`config.mk`:
```
export PLATFORM = sky130hd
export DESIGN_NAME = img_loader
export DESIGN_NICKNAME = d
export VERILOG_FILES = /design/src/rtl/img_loader.sv
export SDC_FILE = /design/constraint.sdc
export NUM_CORES = 1
export LEC_CHECK = 0
export CORE_UTILIZATION = 45
export CTS_CLUSTER_DIAMETER = 100
export CTS_CLUSTER_SIZE = 40
export DETAILED_ROUTE_END_ITERATION = 10
export DONT_BUFFER_PORTS = 1
export HOLD_SLACK_MARGIN = 0.02
export MAX_ROUTING_LAYER = met4
export SYNTH_ARGS = -nofsm -noshare
export SYNTH_HDL_FRONTEND = slang
export SYNTH_SLANG_ARGS = --single-unit
```
`constraint.sdc`:
```
create_clock -name clk -period 3.9 [get_ports clk]
set_clock_uncertainty 0.05 [all_clocks]
set_input_delay 0.78 -clock clk [delete_from_list [all_inputs] [get_ports clk]]
set_output_delay 0.78 -clock clk [all_outputs]
set_load 0.03 [all_outputs]
```
`src/rtl/img_loader.sv`:
```
// Frame loader: turns a stream of UART bytes into sequential BRAM port-A writes.
// One write per rising edge of valid_i. The module reports full, busy,
// overflow and a mid-frame idle timeout.
module img_loader #(
    parameter int unsigned DIMENSION      = 64,
    parameter int unsigned ADDR_W         = 14,
    parameter int unsigned TIMEOUT_CYCLES = 1_000_000
) (
    input  logic              clk,
    input  logic              rst_in_n,
    input  logic [7:0]        data_i,
    input  logic              valid_i,
    input  logic              clear_i,
    output logic [ADDR_W-1:0] bram_addr_o,
    output logic [7:0]        bram_data_o,
    output logic              bram_we_o,
    output logic              full_o,
    output logic              busy_o,
    output logic              overflow_o,
    output logic              timeout_o
);

    localparam int unsigned Frame = DIMENSION * DIMENSION;
    // The count can hold Frame itself, so it saturates there and never wraps.
    localparam int unsigned CntW = $clog2(Frame + 1);
    localparam bit TimeoutEn = (TIMEOUT_CYCLES != 0);
    localparam int unsigned GapW = TimeoutEn ? $clog2(TIMEOUT_CYCLES + 1) : 1;
    localparam int unsigned GapLast = TimeoutEn ? TIMEOUT_CYCLES - 1 : 0;
    localparam logic [ADDR_W-1:0] LastAddr = ADDR_W'(Frame - 1);

    typedef enum logic [1:0] {StIdle, StLoad, StDone} state_e;

    state_e            state_q;
    logic [CntW-1:0]   count_q;
    logic [GapW-1:0]   gap_q;
    logic              valid_q;
    logic              we_q;
    logic [ADDR_W-1:0] addr_q;
    logic [7:0]        data_q;
    logic              full_q;
    logic              busy_q;
    logic              overflow_q;
    logic              timeout_q;

    logic byte_edge;
    logic last_write;
    logic gap_expired;

    // Byte-edge detection, end-of-frame write and idle-gap expiry decode.
    always_comb begin
        byte_edge   = valid_i & ~valid_q;
        last_write  = we_q && (addr_q == LastAddr);
        // Fires on the clock where the gap counter would reach TIMEOUT_CYCLES.
        gap_expired = TimeoutEn && (gap_q == GapW'(GapLast));
    end

    // Load FSM with all outputs registered; clear_i overrides everything.
    always_ff @(posedge clk or negedge rst_in_n) begin
        if (!rst_in_n) begin
            state_q    <= StIdle;
            count_q    <= '0;
            gap_q      <= '0;
            // Preset high so a valid_i held through reset release is not a byte.
            valid_q    <= 1'b1;
            we_q       <= 1'b0;
            addr_q     <= '0;
            data_q     <= '0;
            full_q     <= 1'b0;
            busy_q     <= 1'b0;
            overflow_q <= 1'b0;
            timeout_q  <= 1'b0;
        end else begin
            valid_q <= valid_i;
            we_q    <= 1'b0;
            if (clear_i) begin
                // A coincident byte edge or timeout is dropped.
                state_q    <= StIdle;
                count_q    <= '0;
                gap_q      <= '0;
                full_q     <= 1'b0;
                busy_q     <= 1'b0;
                overflow_q <= 1'b0;
                timeout_q  <= 1'b0;
            end else begin
                case (state_q)
                    StIdle: begin
                        gap_q <= '0;
                        if (byte_edge) begin
                            we_q      <= 1'b1;
                            addr_q    <= ADDR_W'(count_q);
                            data_q    <= data_i;
                            count_q   <= count_q + CntW'(1);
                            timeout_q <= 1'b0;
                            busy_q    <= 1'b1;
                            state_q   <= StLoad;
                        end
                    end
                    StLoad: begin
                        if (last_write) begin
                            // No byte edge can coincide: valid_i was high last cycle.
                            state_q <= StDone;
                            full_q  <= 1'b1;
                            busy_q  <= 1'b0;
                            gap_q   <= '0;
                        end else if (byte_edge) begin
                            we_q    <= 1'b1;
                            addr_q  <= ADDR_W'(count_q);
                            data_q  <= data_i;
                            count_q <= count_q + CntW'(1);
                            gap_q   <= '0;
                        end else if (gap_expired) begin
                            // Abandon the partial frame; BRAM keeps stale data.
                            state_q   <= StIdle;
                            count_q   <= '0;
                            gap_q     <= '0;
                            busy_q    <= 1'b0;
                            timeout_q <= 1'b1;
                        end else if (TimeoutEn) begin
                            gap_q <= gap_q + GapW'(1);
                        end
                    end
                    StDone: begin
                        gap_q <= '0;
                        if (byte_edge) begin
                            overflow_q <= 1'b1;
                        end
                    end
                    default: begin
                        state_q <= StIdle;
                    end
                endcase
            end
        end
    end

    assign bram_addr_o = addr_q;
    assign bram_data_o = data_q;
    assign bram_we_o   = we_q;
    assign full_o      = full_q;
    assign busy_o      = busy_q;
    assign overflow_o  = overflow_q;
    assign timeout_o   = timeout_q;

endmodule

```
==> Word-level counts from Yosys, hierarchy flattened <==
Cells that the tools add are included.
{ "totals": {"regBits": 63, "inputBits": 12, "wordCells": 90, "out_inout_bits": 27} }
{ "op_classes": {"bitwise_logic": 3, "n_eq_ne": 13, "n_reduce_logical": 17, "n_addsub": 2, "n_mux": 44} }
{ "ops": {"columns": ["operator", "count"], "rows": [
  ["two-way mux 20 bit", 4],
  ["two-way mux 13 bit", 5],
  ["case mux 20 bit (2 select lines)", 1],
  ["two-way mux 14 bit", 2],
  ["case mux 14 bit (2 select lines)", 1],
  ["case mux 13 bit (2 select lines)", 1],
  ["adder 20 x 1 -> 20 bit (second input constant)", 1],
  ["== test 20 bit (second input constant)", 1],
  ["two-way mux 1 bit", 18],
  ["two-way mux 8 bit", 2],
  ["case mux 8 bit (2 select lines)", 1],
  ["== test 14 x 12 -> 1 bit (second input constant)", 1],
  ["adder 13 x 1 -> 13 bit (second input constant)", 1],
  ["!= test 3 bit (second input constant)", 4],
  ["!= test 4 bit (second input constant)", 3],
  ["AND reduction 4 bit", 3],
  ["two-way mux 2 bit", 5],
  ["nonzero test 2 bit", 5],
  ["case mux 1 bit (2 select lines)", 3],
  ["case mux 2 bit (3 select lines)", 1],
  ["nonzero test 3 bit", 2],
  ["AND reduction 5 bit", 1],
  ["!= test 2 bit (second input constant)", 2],
  ["AND reduction 2 bit", 2],
  ["8 further kinds", 9]
]} }

==> Depth between registers and ports, before layout <==
Gate-level depths: netlist (run 1).
{ "depth": {"word_depth": 6, "depth_mapped": 8, "ltp_nobuf": 6} }

==> Least setup slack after synthesis (run 1) <==
OpenSTA, ideal clock, no wires.
{ "synth_path": {"path_kind": "reg2reg", "start": "register addr_q[12] (netlist: bram_addr_o[12])", "end": "register count_q[11]", "path_buffers": 1, "path_slack_ns": 1.759, "setup_ns": 0.126, "arrival_time_ns": 1.965, "period_less_slack_ns": 2.141, "required_ns": 3.724, "path_stages_with_launch": 7, "cell_sequence": "dfrtp_1 -> nand4b_2 -> or4_4 -> nand3_2 -> inv_1 -> buf_2 -> a221o_1"} }
{ "synth_between": {"elab_chain_cells": 4} }
{ "synth_rtl": {"columns": ["item", "line_no", "text"], "rows": [
  ["start: declaration", "38", "logic [ADDR_W-1:0] addr_q;"],
  ["start signal: assignment", "90", "addr_q <= ADDR_W'(count_q);"],
  ["start signal: assignment", "107", "addr_q <= ADDR_W'(count_q);"],
  ["== test 14 x 12 -> 1 bit", "52", "last_write = we_q && (addr_q == LastAddr);"],
  ["logical AND 1 bit", "52", null],
  ["!= test 3 bit (no line)", null, null],
  ["AND reduction 4 bit (no line)", null, null],
  ["end signal: assignment", "92", "count_q <= count_q + CntW'(1);"],
  ["end signal: assignment", "109", "count_q <= count_q + CntW'(1);"],
  ["end: declaration", "34", "logic [CntW-1:0] count_q;"]
]} }
Every way passes these cells.
A chain may end at the register's enable or synchronous reset.

==> Worst setup path after layout (run 1) <==
{ "layout_path": {"start": "register addr_q[7] (netlist: bram_addr_o[7])", "end": "register count_q[9]"} }
Same word-level chain as after synthesis.

==> results of run 1 <==
==> registers in the layout, indices dropped and copies added, names as in the netlist <==
signal,count
overflow_o,1
bram_addr_o,13
count_q,13
busy_o,1
state_q,2
bram_we_o,1
timeout_o,1
bram_data_o,8
full_o,1
gap_q,20
valid_q,1
==> power groups by stage <==
stage / Combinational (mW) / Clock, mW / Sequential (mW)
finish: 0.0486 / 0.718 / 0.717
global placement: 0.0485 / 0 / 0.729
detailed placement: 0.0500 / 0 / 0.728
global route: 0.0555 / 0.757 / 0.719
CTS: 0.0492 / 0.729 / 0.717
floorplan: 0.0434 / 0 / 0.724
==> metal layers <==
layer,up-vias,GRT usage,routed length [um]
li1,1157,-,-
met1,1109,0.267,3220
met2,55,0.293,2880
met3,6,0.0462,230
met4,0,0.102,59
met5,-,-,0
==> cell usage after synthesis, types with 3 or more instances <==
cell | number | share of area
o21ai_0 | 5 | 0.0082
and4_1 | 4 | 0.011
nand3_1 | 24 | 0.039
xnor2_1 | 4 | 0.011
a21oi_1 | 6 | 0.0098
buf_2 | 7 | 0.011
nor3_1 | 9 | 0.015
a211o_1 | 5 | 0.014
nor2b_1 | 3 | 0.0061
xor2_1 | 12 | 0.034
nand2b_1 | 3 | 0.0061
nand4_1 | 7 | 0.014
dfrtp_1 | 61 | 0.50
nand2_1 | 86 | 0.11
inv_1 | 4 | 0.0049
nor2_1 | 30 | 0.037
and3_1 | 12 | 0.025
clkbuf_1 | 3 | 0.0037
a31oi_1 | 4 | 0.0082
==> critical path, cell delays in order (launching register included) <==
cell	delay, ns
dfrtp_1	0.55
nand4_1	0.30
or4_4	0.64
nand3_2	0.10
inv_1	0.37
and3_1	0.35
a211o_1	0.26
==> through the flow <==
stage,utilization,area (um^2),worst slack (ns),std cells,hold slack (ns)
final,0.519,3350,1.16,413,0.0858
after global routing,0.519,3350,1.01,413,0.0632
after floorplan,-,3060,1.76,332,0.416
after CTS,0.519,3350,1.15,413,0.0676
after detailed placement,0.479,3100,1.16,397,0.436
after global placement,0.479,3100,1.23,397,0.435
==> path summary, 6_finish.rpt <==
check / from / endpoint / slack [ns] / cells after the start
max: bram_addr_o[7] / count_q[9] / 1.16 / 6
min: rst_in_n / busy_o / 0.09 / 0
max reg2reg: bram_addr_o[7] / count_q[9] / 1.16 / 6
min reg2reg: gap_q[1] / gap_q[1] / 0.45 / 2
max in group asynchronous: rst_in_n / valid_q / 3.53 / 0
min in group clk: valid_i / valid_q / 0.39 / 0
==> layout make-up <==
class | instances | area [um^2]
Timing Repair Buffer | 1 | 7.51
Tap cell | 77 | 96.3
Clock inverter | 5 | 105
Clock buffer | 11 | 151
Fill cell | 601 | 3110
Multi-Input combinational cell | 253 | 1420
Sequential cell | 62 | 1550
Inverter | 4 | 15.0
==> cell families after synthesis <==
group | after synthesis
simple gates | 194
mux | 1
compound gates | 39
xor+xnor | 16
fa+ha+maj | 2
buf+inv | 17
flops | 62
other cells | 1
==> metrics.md, run 1 <==
| Metric | Value |
|---|---|
| Detailed Route WL | `6400 um` |
| Area growth, synth to finish | `9.53%` |
| Total count of max-transition violations in the final report | `0` |
| Largest net degree at the start of global routing | `63` |
| Setup Crit Path Kind | `flip-flop to flip-flop` |
| Height of the chip | `84.5 um` |
| Global-route wire length before repair | `10900 um` |
| Horizontal die dimension | `84.5 um` |
| Summed instance area of the synthesized netlist | `0.00306 mm^2` |
| Violations in the final reports | `DRC` |
| Setup repair after global routing missed its margin | `no` |
| Post-DRT Antenna Nets | `0` |
| Starting density of the core | `0.474` |
| Synth Area in Compound Gates | `0.0961` |
| Share of the yosys chip area belonging to registers | `0.507` |
| Overall power | `1.48 mW` |
| Total I/O pin count | `39` |
| Post-synthesis share of cell area spent on and, or, nand and nor gates | `0.310` |
| Number of nets produced by synthesis | `346` |
| Synthesized-area fraction occupied by xor and xnor cells | `0.0458` |
| Synth Instances | `332` |
| Final Wtd Congestion | `0.806` |
| Final setup violation count | `0` |
| Most common cell after layout, fill and taps aside | `nand2_1` |
| Leading cell types in the layout, fill and taps excluded | `nand2_1 (86), dfrtp_1 (61), nor2_1 (30), nand3_1 (24)` |
| Port buffer count | `0` |
| Arrival time at the worst endpoint | `2.91 ns` |
| Number of levels the H-tree was split into | `3` |
| Unique masters post-synth | `54` |
| Initial antenna violation count | `0` |
| Post-CTS setup-driven buffer insertion count | `0` |
| Critical-path maximum fanout | `33` |
| Area of the die | `0.00713 mm^2` |
| Number of enable flip-flop cells after synthesis | `0` |
| Fin crit period | `2.74 ns` |
| Power per unit of standard cell area | `443 mW/mm^2` |
| DRT Pass-1 Iters | `10` |
| CORE AREA | `0.00646 mm^2` |
| Max-slew headroom | `0.402` |
| Number of clock sinks | `62` |
| Fraction of synthesized area in multiplexers | `0.00368` |
| Clock-pin slew reported for the worst setup and hold paths after clock tree synthesis | `0.07 ns` |
| Root buffer selected by CTS | `clkbuf_8` |
| Yosys reg bits | `62` |
| Setup crit end kind | `flip-flop` |
| Combinational power share | `0.033` |
| IR drop worst, VDD | `0.191 mV` |
| Leakage component of the power | `1.57 nW` |
| Number of rows created at floorplan | `29` |
| Transition time of the tightest slew-check pin | `0.896 ns` |
| Post-CTS Resized | `0` |
| Number of global-route vias before repair | `2273` |
| Number of clock buffers inserted by TritonCTS | `9` |
| Top flip-flop cell by instance count after synthesis | `dfrtp_1` |
| Post-synthesis adder-cell area fraction | `0.00818` |
| Clock insertion delay at the later pin of the skew report | `0.33 ns` |
| Average wire per standard cell | `15.5 um` |
| Number of DRC violations after detailed-routing iteration 0 | `111` |
| Outcome | `finished, violations left` |
| Required arrival time at the worst endpoint | `4.07 ns` |
| Number of hold buffers added after cts | `0` |
| Switch share | `0.233` |
| Portion of total power attributed to sequential cells | `0.483` |
| Total via count after detailed routing | `2327` |
| Path class of the lowest-slack min-delay path | `input port to async pin` |
| Post-DP HPWL | `4210 um` |
| Largest family of logic cells by synthesized area | `simple AND/OR/NAND/NOR gates` |
| Mapped Avg Cell Area | `9.22 um^2` |
| Final Cycle Share | `0.702` |
| Maximum buffer depth of the clock tree | `2` |
| Internal power | `1.14 mW` |
| Number of warnings reported in the yosys synthesis log | `0` |
| Nets@finish | `345` |
| Congestion Overflow GR | `0` |
| Via-to-Cell Ratio | `5.63` |
| Startpoint type of the worst setup path | `flip-flop` |
| CTS tree | `built` |
| Synth async-reset ratio | `1.00` |
| Final count of hold timing violations | `0` |
| Max cap viols | `0` |
| Antenna fix cells | `0` |
| DRC errors left | `2` |
| Switching power | `346 uW` |
| Fraction of layout instances using a drive strength above 1 | `0.0923` |
| Fmax | `0.365 GHz` |
| GRT Total Usage | `0.202` |
| Clock share of power | `0.484` |
| Sum Neg Setup Slack | `0 ns` |
(Power assumes the default switching activity.)
==> inputs of run 2 (changes only) <==
==> constraint.sdc (replaced) <==
create_clock -name clk -period 2.8 [get_ports clk]
set_clock_uncertainty 0.05 [all_clocks]
set_input_delay 0.56 -clock clk [delete_from_list [all_inputs] [get_ports clk]]
set_output_delay 0.56 -clock clk [all_outputs]
set_load 0.03 [all_outputs]
==> metrics.md, run 2 (same netlist as run 1, synthesis figures left out) <==
| Metric | Value |
|---|---|
| Metal3 WL | `252 um (was 230 um)` |
| Max cap viols | `0 (unchanged)` |
| Nets@finish | `363 (was 345)` |
| Number of DRC violations after detailed-routing iteration 0 | `171 (was 111)` |
| Height of the chip | `84.5 um (unchanged)` |
| Antenna fix cells | `0 (unchanged)` |
| Port buffer count | `0 (unchanged)` |
| Path class of the lowest-slack min-delay path | `input port to async pin (unchanged)` |
| Final standard cell utilization of the core | `0.534 (was 0.519)` |
| Global-route wire length before repair | `11200 um (was 10900 um)` |
| Area used by sequential logic in the layout | `0.00155 mm^2 (unchanged)` |
| Startpoint type of the worst setup path | `flip-flop (unchanged)` |
| Outcome | `finished, violations left (unchanged)` |
| CORE AREA | `0.00646 mm^2 (unchanged)` |
| Fmax | `0.389 GHz (was 0.365 GHz)` |
| Violations in the final reports | `DRC (unchanged)` |
| Setup Crit Path Kind | `flip-flop to flip-flop (unchanged)` |
| Leading cell types in the layout, fill and taps excluded | `nand2_1 (86), dfrtp_1 (61), nor2_1 (30), nand3_1 (24), buf_4 (18) (was nand2_1 (86), dfrtp_1 (61), nor2_1 (30), nand3_1 (24))` |
| Clock insertion delay at the later pin of the skew report | `0.34 ns (was 0.33 ns)` |
| Sum Neg Setup Slack | `0 ns (unchanged)` |
| Critical-path maximum fanout | `25 (was 33)` |
| Transition time of the tightest slew-check pin | `0.701 ns (was 0.896 ns)` |
| Number of global-route vias before repair | `2230 (was 2273)` |
| Arrival time at the worst endpoint | `2.76 ns (was 2.91 ns)` |
| Final setup violation count | `0 (unchanged)` |
| Area of the die | `0.00713 mm^2 (unchanged)` |
| Setup crit end kind | `flip-flop (unchanged)` |
| Number of clock buffers inserted by TritonCTS | `9 (unchanged)` |
| Setup repair after global routing missed its margin | `no (unchanged)` |
| Fin crit period | `2.57 ns (was 2.74 ns)` |
| Largest register by flop count | `gap_q (unchanged)` |
| Total I/O pin count | `39 (unchanged)` |
| Max-slew headroom | `0.532 (was 0.402)` |
| Via-to-Cell Ratio | `5.58 (was 5.63)` |
| M1 wire length | `3420 um (was 3220 um)` |
| Number of rows created at floorplan | `29 (unchanged)` |
| Number of fillers in the final layout | `601 (unchanged)` |
| Worst Hold Margin | `0.0294 ns (was 0.0858 ns)` |
| Horizontal die dimension | `84.5 um (unchanged)` |
| Highest signal layer in the routed design | `met4 (unchanged)` |
| Average wire per standard cell | `15.2 um (was 15.5 um)` |
| Power per unit of standard cell area | `546 mW/mm^2 (was 443 mW/mm^2)` |
| Number of cells in the finished layout apart from fillers | `431 (was 413)` |
| Area growth, synth to finish | `12.7% (was 9.53%)` |
| Root buffer selected by CTS | `clkbuf_8 (unchanged)` |
| Largest net degree at the start of global routing | `63 (unchanged)` |
| Post-route design area | `0.00345 mm^2 (was 0.00335 mm^2)` |
| Congestion Overflow GR | `0 (unchanged)` |
| Post-placement cell count | `414 (was 397)` |
| Cell area reported after detailed placement | `0.00322 mm^2 (was 0.00310 mm^2)` |
| DRC errors left | `5 (was 2)` |
| Post-DP HPWL | `4280 um (was 4210 um)` |
| Final Cycle Share | `0.918 (was 0.702)` |
| Final Wtd Congestion | `0.816 (was 0.806)` |
| Required arrival time at the worst endpoint | `2.98 ns (was 4.07 ns)` |
| Total count of max-transition violations in the final report | `0 (unchanged)` |
| Flip-flop count of the largest register after layout | `20 (unchanged)` |
| DRT Pass-1 Iters | `7 (was 10)` |
| Initial antenna violation count | `0 (unchanged)` |
| GRT Total Usage | `0.203 (was 0.202)` |
| Number of clock sinks | `62 (unchanged)` |
| Leakage component of the power | `1.66 nW (was 1.57 nW)` |
| Number of levels the H-tree was split into | `3 (unchanged)` |
| Clock-pin slew reported for the worst setup and hold paths after clock tree synthesis | `0.08 ns (was 0.07 ns)` |
| Total via count after detailed routing | `2405 (was 2327)` |
| Post-CTS setup-driven buffer insertion count | `0 (unchanged)` |
| Final count of hold timing violations | `0 (unchanged)` |
| IR drop worst, VDD | `0.419 mV (was 0.191 mV)` |
| Met2 wire length | `2830 um (was 2880 um)` |
| Maximum buffer depth of the clock tree | `2 (unchanged)` |
| Fraction of layout instances using a drive strength above 1 | `0.138 (was 0.0923)` |
| CTS tree | `built (unchanged)` |
| Starting density of the core | `0.474 (unchanged)` |
| Total area of multi-input combinational cells | `0.00142 mm^2 (unchanged)` |
| Post-DRT Antenna Nets | `0 (unchanged)` |
| Most common cell after layout, fill and taps aside | `nand2_1 (unchanged)` |
| Detailed Route WL | `6560 um (was 6400 um)` |
[run 2: stage by stage]
stage / total power, mW / setup slack [ns]
finish: 1.88 / 0.228
global route: 1.96 / 0.0812
CTS: 1.90 / 0.215
detailed placement: 1.09 / 0.226
global placement: 1.09 / 0.286
floorplan: 1.07 / 0.659
[run 2: repair_timing]
| action | in CTS | in global routing |
|---|---|---|
| hold buffers | 1 | 0 |
| endpoints found under the hold margin | 62 | 0 |
| gates resized for setup | 0 | 0 |
[run 2: worst paths after layout]
check,slack (ns),startpoint,depth (start not counted),to
min in group clk,0.17,valid_i,0,valid_q
setup reg to reg,0.23,bram_addr_o[12],6,count_q[9]
setup / recovery,0.23,bram_addr_o[12],6,count_q[9]
hold / removal,0.03,rst_in_n,1,busy_o
max in group asynchronous,2.34,rst_in_n,1,valid_q
hold reg to reg,0.46,gap_q[1],2,gap_q[1]
[run 2: layout make-up]
class / count / share of cell area
repair buffers: 19 / 0.0472
well taps: 77 / 0.0279
clock inverters: 7 / 0.0218
multi-input cells: 253 / 0.413
clock buffers: 9 / 0.0359
inverters: 4 / 0.00435
flip-flops and latches: 62 / 0.450
[run 2: routing by layer]
metal / vias to the layer above / GRT usage
met2: 52 / 0.280
met4: 0 / 0.0740
met5: - / -
met3: 6 / 0.0364
li1: 1193 / -
met1: 1154 / 0.300
[run 2: worst max-delay path, stage by stage, from the launching register on]
cell      delay (ns)
dfrtp_1         0.52
nand4b_2        0.34
or4_4           0.59
nand3_2         0.11
inv_1           0.30
and3_1          0.30
a211o_1         0.26
[run 2: where the power goes]
| group | switching (mW) | internal [mW] | leakage (nW) |
|---|---|---|---|
| clock network | 0.376 | 0.414 | 0.103 |
| logic | 0.0735 | 0.0308 | 0.705 |
| registers | 0.0658 | 0.924 | 0.848 |
